[config.mk]
export PLATFORM = sky130hd
export DESIGN_NAME = load_store_unit
export DESIGN_NICKNAME = d
export VERILOG_FILES = /design/src/rtl/lsu_pkg.sv /design/src/rtl/lsu_align.sv /design/src/rtl/load_store_unit.sv
export SDC_FILE = /design/constraint.sdc
export NUM_CORES = 1
export LEC_CHECK = 0
export CORE_ASPECT_RATIO = 2
export CORE_MARGIN = 10
export CORE_UTILIZATION = 40
export DETAILED_ROUTE_END_ITERATION = 16
export PLACE_DENSITY = 0.78
export SYNTH_ARGS = -nofsm -noshare
export SYNTH_HDL_FRONTEND = slang
export SYNTH_SLANG_ARGS = --single-unit
[constraint.sdc]
create_clock -name iCLK -period 3.1 [get_ports iCLK]
set_input_delay 0.31 -clock iCLK [delete_from_list [all_inputs] [get_ports iCLK]]
set_output_delay 0.31 -clock iCLK [all_outputs]
set_load 0.1 [all_outputs]
[src/rtl/lsu_pkg.sv]
// lsu_pkg: shared types for the load/store unit.
//   lsu_state_e  - FSM state encoding
//   F3_*         - RV32I load/store funct3 codes
//   lsu_legal()  - access legality (alignment and funct3/direction check)
package lsu_pkg;

  typedef enum logic [2:0] {
    S_IDLE = 3'd0,
    S_RD   = 3'd1,
    S_WAIT = 3'd2,
    S_WR   = 3'd3,
    S_DONE = 3'd4,
    S_ERR  = 3'd5
  } lsu_state_e;

  localparam logic [2:0] F3_B  = 3'b000;
  localparam logic [2:0] F3_H  = 3'b001;
  localparam logic [2:0] F3_W  = 3'b010;
  localparam logic [2:0] F3_BU = 3'b100;
  localparam logic [2:0] F3_HU = 3'b101;

  // Unsigned variants only exist for loads; halves need even addresses,
  // words need word-aligned addresses.
  function automatic logic lsu_legal(input logic       wr,
                                     input logic [2:0] f3,
                                     input logic [1:0] a);
    logic ok;
    case (f3)
      F3_B:    ok = 1'b1;
      F3_H:    ok = ~a[0];
      F3_W:    ok = (a == 2'b00);
      F3_BU:   ok = ~wr;
      F3_HU:   ok = ~wr & ~a[0];
      default: ok = 1'b0;
    endcase
    return ok;
  endfunction

endpackage

[src/rtl/lsu_align.sv]
// lsu_align: combinational sub-word lane handling.
//   iWord    - word read from RAM
//   iNew     - store data (only low byte/half used for sb/sh)
//   iOff     - byte offset addr[1:0]
//   iFunct3  - access type
//   oLoad    - selected byte/half, sign- or zero-extended (full word for lw)
//   oMerged  - iWord with the store lane replaced by iNew (iNew for sw)
module lsu_align
  import lsu_pkg::*;
(
  input  logic [31:0] iWord,
  input  logic [31:0] iNew,
  input  logic [1:0]  iOff,
  input  logic [2:0]  iFunct3,
  output logic [31:0] oLoad,
  output logic [31:0] oMerged
);

  logic [7:0]  byte_w;
  logic [15:0] half_w;

  always_comb begin
    case (iOff)
      2'd0:    byte_w = iWord[7:0];
      2'd1:    byte_w = iWord[15:8];
      2'd2:    byte_w = iWord[23:16];
      default: byte_w = iWord[31:24];
    endcase
    half_w = iOff[1] ? iWord[31:16] : iWord[15:0];
  end

  always_comb begin
    case (iFunct3)
      F3_B:    oLoad = {{24{byte_w[7]}}, byte_w};
      F3_H:    oLoad = {{16{half_w[15]}}, half_w};
      F3_W:    oLoad = iWord;
      F3_BU:   oLoad = {24'b0, byte_w};
      F3_HU:   oLoad = {16'b0, half_w};
      default: oLoad = '0;
    endcase
  end

  always_comb begin
    oMerged = iWord;
    case (iFunct3[1:0])
      2'b00: begin
        case (iOff)
          2'd0:    oMerged[7:0]   = iNew[7:0];
          2'd1:    oMerged[15:8]  = iNew[7:0];
          2'd2:    oMerged[23:16] = iNew[7:0];
          default: oMerged[31:24] = iNew[7:0];
        endcase
      end
      2'b01: begin
        if (iOff[1]) oMerged[31:16] = iNew[15:0];
        else         oMerged[15:0]  = iNew[15:0];
      end
      default: oMerged = iNew;
    endcase
  end

endmodule

[src/rtl/load_store_unit.sv]
// load_store_unit: multi-cycle RV32I data-memory access unit for a word-wide
// RAM without byte enables (sub-word stores are read-modify-write).
//   iCLK, iRST            - clock, synchronous active-high reset
//   iReq/iWrite/iFunct3/iAddr/iWData - request, held stable until oDone
//   oBusy/oDone/oErr/oRData          - status and extended load result
//   oMemAddr/oMemWData/oMemWren/oMemRden/iMemQ - RAM port (MEM_LAT read latency)
module load_store_unit
  import lsu_pkg::*;
#(
  parameter int ADDR_WIDTH = 10,
  parameter int MEM_LAT    = 1
) (
  input  logic                  iCLK,
  input  logic                  iRST,
  input  logic                  iReq,
  input  logic                  iWrite,
  input  logic [2:0]            iFunct3,
  input  logic [31:0]           iAddr,
  input  logic [31:0]           iWData,
  output logic                  oBusy,
  output logic                  oDone,
  output logic                  oErr,
  output logic [31:0]           oRData,
  output logic [ADDR_WIDTH-1:0] oMemAddr,
  output logic [31:0]           oMemWData,
  output logic                  oMemWren,
  output logic                  oMemRden,
  input  logic [31:0]           iMemQ
);

  localparam logic [1:0] LAT_M1 = 2'(MEM_LAT - 1);

  lsu_state_e              state_q, state_d;
  logic [ADDR_WIDTH+1:0]   addr_q, addr_d;
  logic [31:0]             wdata_q, wdata_d;
  logic [2:0]              f3_q, f3_d;
  logic                    write_q, write_d;
  logic [1:0]              cnt_q, cnt_d;
  logic                    err_arm_q, err_arm_d;
  logic [31:0]             rdata_q, rdata_d;
  logic [31:0]             memw_q, memw_d;
  logic [31:0]             ld_val, merged;

  // Address bits above the RAM range are dropped, so accesses wrap.
  logic unused_addr_hi;
  assign unused_addr_hi = ^iAddr[31:ADDR_WIDTH+2];

  lsu_align u_align (
    .iWord   (iMemQ),
    .iNew    (wdata_q),
    .iOff    (addr_q[1:0]),
    .iFunct3 (f3_q),
    .oLoad   (ld_val),
    .oMerged (merged)
  );

  always_comb begin
    state_d   = state_q;
    addr_d    = addr_q;
    wdata_d   = wdata_q;
    f3_d      = f3_q;
    write_d   = write_q;
    cnt_d     = cnt_q;
    err_arm_d = err_arm_q;
    rdata_d   = rdata_q;
    memw_d    = memw_q;
    case (state_q)
      S_IDLE: begin
        if (iReq) begin
          addr_d    = iAddr[ADDR_WIDTH+1:0];
          wdata_d   = iWData;
          f3_d      = iFunct3;
          write_d   = iWrite;
          err_arm_d = 1'b0;
          if (!lsu_legal(iWrite, iFunct3, iAddr[1:0])) begin
            state_d = S_ERR;
            rdata_d = '0;
          end else if (!iWrite) begin
            state_d = S_RD;
          end else if (iFunct3 == F3_W) begin
            state_d = S_WR;
            memw_d  = iWData;
          end else begin
            state_d = S_RD;
          end
        end
      end
      S_RD: begin
        cnt_d   = LAT_M1;
        state_d = S_WAIT;
      end
      S_WAIT: begin
        if (cnt_q == 2'd0) begin
          if (write_q) begin
            memw_d  = merged;
            state_d = S_WR;
          end else begin
            rdata_d = ld_val;
            state_d = S_DONE;
          end
        end else begin
          cnt_d = cnt_q - 2'd1;
        end
      end
      S_WR:   state_d = S_DONE;
      S_DONE: state_d = S_IDLE;
      // Rejections spend one quiet cycle before reporting, so the core sees
      // the same turnaround as the fastest legal access (sw).
      S_ERR: begin
        if (err_arm_q) state_d = S_IDLE;
        else           err_arm_d = 1'b1;
      end
      default: state_d = S_IDLE;
    endcase
  end

  always_ff @(posedge iCLK) begin
    if (iRST) begin
      state_q   <= S_IDLE;
      addr_q    <= '0;
      wdata_q   <= '0;
      f3_q      <= '0;
      write_q   <= 1'b0;
      cnt_q     <= '0;
      err_arm_q <= 1'b0;
      rdata_q   <= '0;
      memw_q    <= '0;
    end else begin
      state_q   <= state_d;
      addr_q    <= addr_d;
      wdata_q   <= wdata_d;
      f3_q      <= f3_d;
      write_q   <= write_d;
      cnt_q     <= cnt_d;
      err_arm_q <= err_arm_d;
      rdata_q   <= rdata_d;
      memw_q    <= memw_d;
    end
  end

  assign oBusy     = (state_q != S_IDLE);
  assign oDone     = (state_q == S_DONE) | ((state_q == S_ERR) & err_arm_q);
  assign oErr      = (state_q == S_ERR) & err_arm_q;
  assign oRData    = rdata_q;
  assign oMemAddr  = addr_q[ADDR_WIDTH+1:2];
  assign oMemWData = memw_q;
  assign oMemRden  = (state_q == S_RD);
  // Gating the write with reset keeps an interrupted RMW from reaching RAM.
  assign oMemWren  = (state_q == S_WR) & ~iRST;

endmodule

==> flow_summary.yaml <==
status:
  status: "complete, no violations"
sta:
  rsz0062_at_grt: "no"
  clock_skew_ns: 0.007466
  relSlewSlack: 0.3316
  final-setup-viol-count: 0
  finalHoldViolations: 0
  max_slew.worst_pin.slew_ns: 0.9994
  fin_crit_ns: 2.415
  setup_ws_ns: 0.6855
  timing.final.crit_share: 0.7789
  fmax_ghz: 0.4142
  finalMaxSlewViolations: 0
  tns_ns: 0
  timing.hold.ws_ns: 0.4344
clocking:
  clk_latency_ns: 0.42
  root_buffer: "clkbuf_16"
  clk_pin_slew_ns: 0.06
  post_cts_buffers: 0
  cts_max_level: 4
  cts-resized-gates: 0
  clock_sinks: 118
  cts-buffers-inserted: 17
  holdBufCountCts: 0
  cts_tree: "done"
  cts_buffer_depth: 2
synth:
  netlist_instances: 726
  synth_area_mm2: 0.005779
  synth_area_leaders: "dfxtp_1, nand2_1, a21oi_1"
  synth_most_common_cell: "nand2_1"
  seq_area_frac_synth: 0.4087
  syn_nets: 830
  post-synth-top-area-cell: "dfxtp_1"
  synthTopCellsByCount: "nand2_1, dfxtp_1, a21oi_1, clkbuf_1, nor2_1"
  synth_cell_types: 54
  async_reset_ff_frac: 0
  synth.top_cell.area_share: 0.4087
  synth-main-ff-cell: "dfxtp_1"
  ys_warn_count: 0
  ys_ff_latch: 118
  synth.avg_cell_area_um2: 7.960
  synth-edff-count: 0
layout:
  finalNonFillerCells: 1055
  drive_gt1_frac: 0.1357
  nFillCells: 1377
  design_area_mm2: 0.007990
  fin_util: 0.5598
  layout.nets: 953
  syn_to_final_growth_pct: 38.25
critical_path:
  max_stage_delay_ns: 0.57
  worstPathMaxFanout: 17
  arrival_ns: 2.75
  crit_required_ns: 3.44
  cp-start-kind: "flop"
  cp_top_family: "simple AND/OR/NAND/NOR gates"
  end_kind: "flop"
  path_cells: "or3_1 > nor3_1 > or2_1 > buf_4 > nand2_1 > a21oi_1"
  crit_type: "reg2reg"
  critPathSlowestCell: "or2_1"
  cp_num_buf_inv: 1
placed_design:
  place.port_buffers: 161
  place_ws_ns: 0.6211
  gp_congestion: 0.9316
  placed_area_mm2: 0.007326
  place_hpwl_um: 15880
  placedCellCount: 1022
detailed_routing:
  first_iter_violations: 529
  dr_total_vias: 6011
  wl_um: 21380
  viasPerCell: 5.698
  drc_errors: 0
  antenna_left: 0
  dr.pass1.iters: 5
  wire_per_inst_um: 20.26
global_route:
  grt_pass1_vias: 5815
  grtUsageTotal: 0.2104
  antenna_found_initial: 1
  use_met2: 0.3858
  gr-usage-met1: 0.2123
  grt_max_degree: 88
  gr-total-overflow: 0
  gr-usage-met3: 0.05388
  grt_pass1_wl_um: 32970
  grt-busiest-layer: "met2"
run:
  drv_cap: 0
pwr:
  irDropWorstVdd_uv: 515.3
  power_switching_share: 0.3694
  pwr-share-clk: 0.372
  p_comb_frac: 0.314
  switchingPower_mw: 2.158
  leakage_nw: 3.053
  power_frac_seq: 0.314
  internal_power_mw: 3.684
  p_total_mw: 5.842
  power.density_mw_per_mm2: 731.1
die:
  die_h_um: 190.0
  die_area_mm2: 0.01995
  core_region_area_mm2: 0.01427
  die_w_um: 105.0
  io_pins: 182
  fp-row-count: 62
  initial_core_util: 0.4049
min_path:
  hold_class: "in2reg"
-- cell families after synthesis --
logic type,after synthesis,share of synthesized area
AO/OA/AOI/OAI,227,0.2648
flip-flops,118,0.4087
AND/OR/NAND/NOR,266,0.1979
multiplexers,26,0.06062
buffers and inverters,88,0.06581
adder cells (fa/ha/maj),1,0.002165
-- cells in the final DEF, fill, tap and decap left out, drive strengths merged, types with 9 or more instances in the layout --
cell | synthesis | layout
a221oi | 14 | 14
dfxtp | 118 | 118
a211oi | 9 | 9
o21ai | 32 | 32
nand2 | 177 | 177
a21oi | 94 | 94
clkbuf | 44 | 22
clkdlybuf4s50 | 0 | 112
a22oi | 10 | 10
buf | 27 | 63
nor2 | 39 | 39
nor3 | 13 | 13
o221ai | 14 | 14
and3 | 11 | 11
mux2i | 17 | 17
inv | 16 | 16
-- per-layer routing --
metal  up-vias  wire (µm)
li1       2836          -
met1      2837       7373
met2       269      11570
met3        69       1321
met4         0       1114
met5         -          0
-- worst paths after layout --
check	endpoint	start	slack, ns	depth (start not counted)
setup / recovery	oMemWData[13]	state_q[1]	0.69	6
hold / removal	addr_q[2]	iAddr[2]	0.43	3
setup reg to reg	oMemWData[13]	state_q[1]	0.69	6
hold reg to reg	oRData[21]	oRData[21]	0.45	2
-- power by group through the flow --
stage | Clock [mW] | Sequential [mW] | Combinational [mW]
3_3_place_gp | 0 | 1.85 | 1.80
4_1_cts | 2.19 | 1.83 | 1.82
5_1_grt | 2.28 | 1.85 | 1.96
6_report | 2.17 | 1.84 | 1.83
3_5_place_dp | 0 | 1.86 | 1.82
2_1_floorplan | 0 | 2.06 | 1.11
-- area by class of cell --
| type | instances | area [µm²] | share of cell area |
|---|---|---|---|
| Tap cell | 192 | 240.2 | 0.03007 |
| Clock buffer | 22 | 494.2 | 0.06185 |
| Antenna cell | 1 | 2.502 | 0.0003132 |
| Sequential cell | 118 | 2362 | 0.2956 |
| Inverter | 17 | 63.81 | 0.007986 |
| Timing Repair Buffer | 175 | 1604 | 0.2008 |
| Multi-Input combinational cell | 520 | 3055 | 0.3824 |
| Clock inverter | 10 | 167.7 | 0.02098 |
-- state kept, by name, indices dropped and copies added, names as in the netlist --
name / cells
addr_q: 12
err_arm_q: 1
write_q: 1
cnt_q: 2
f3_q: 3
oMemWData: 32
state_q: 3
wdata_q: 32
oRData: 32
-- tightest hold or removal path: stages --
cell             delay, ns
clkdlybuf4s50_1       0.39
nand2_1               0.05
a21oi_1               0.05
No activity file was read; power rests on OpenSTA's default activity.
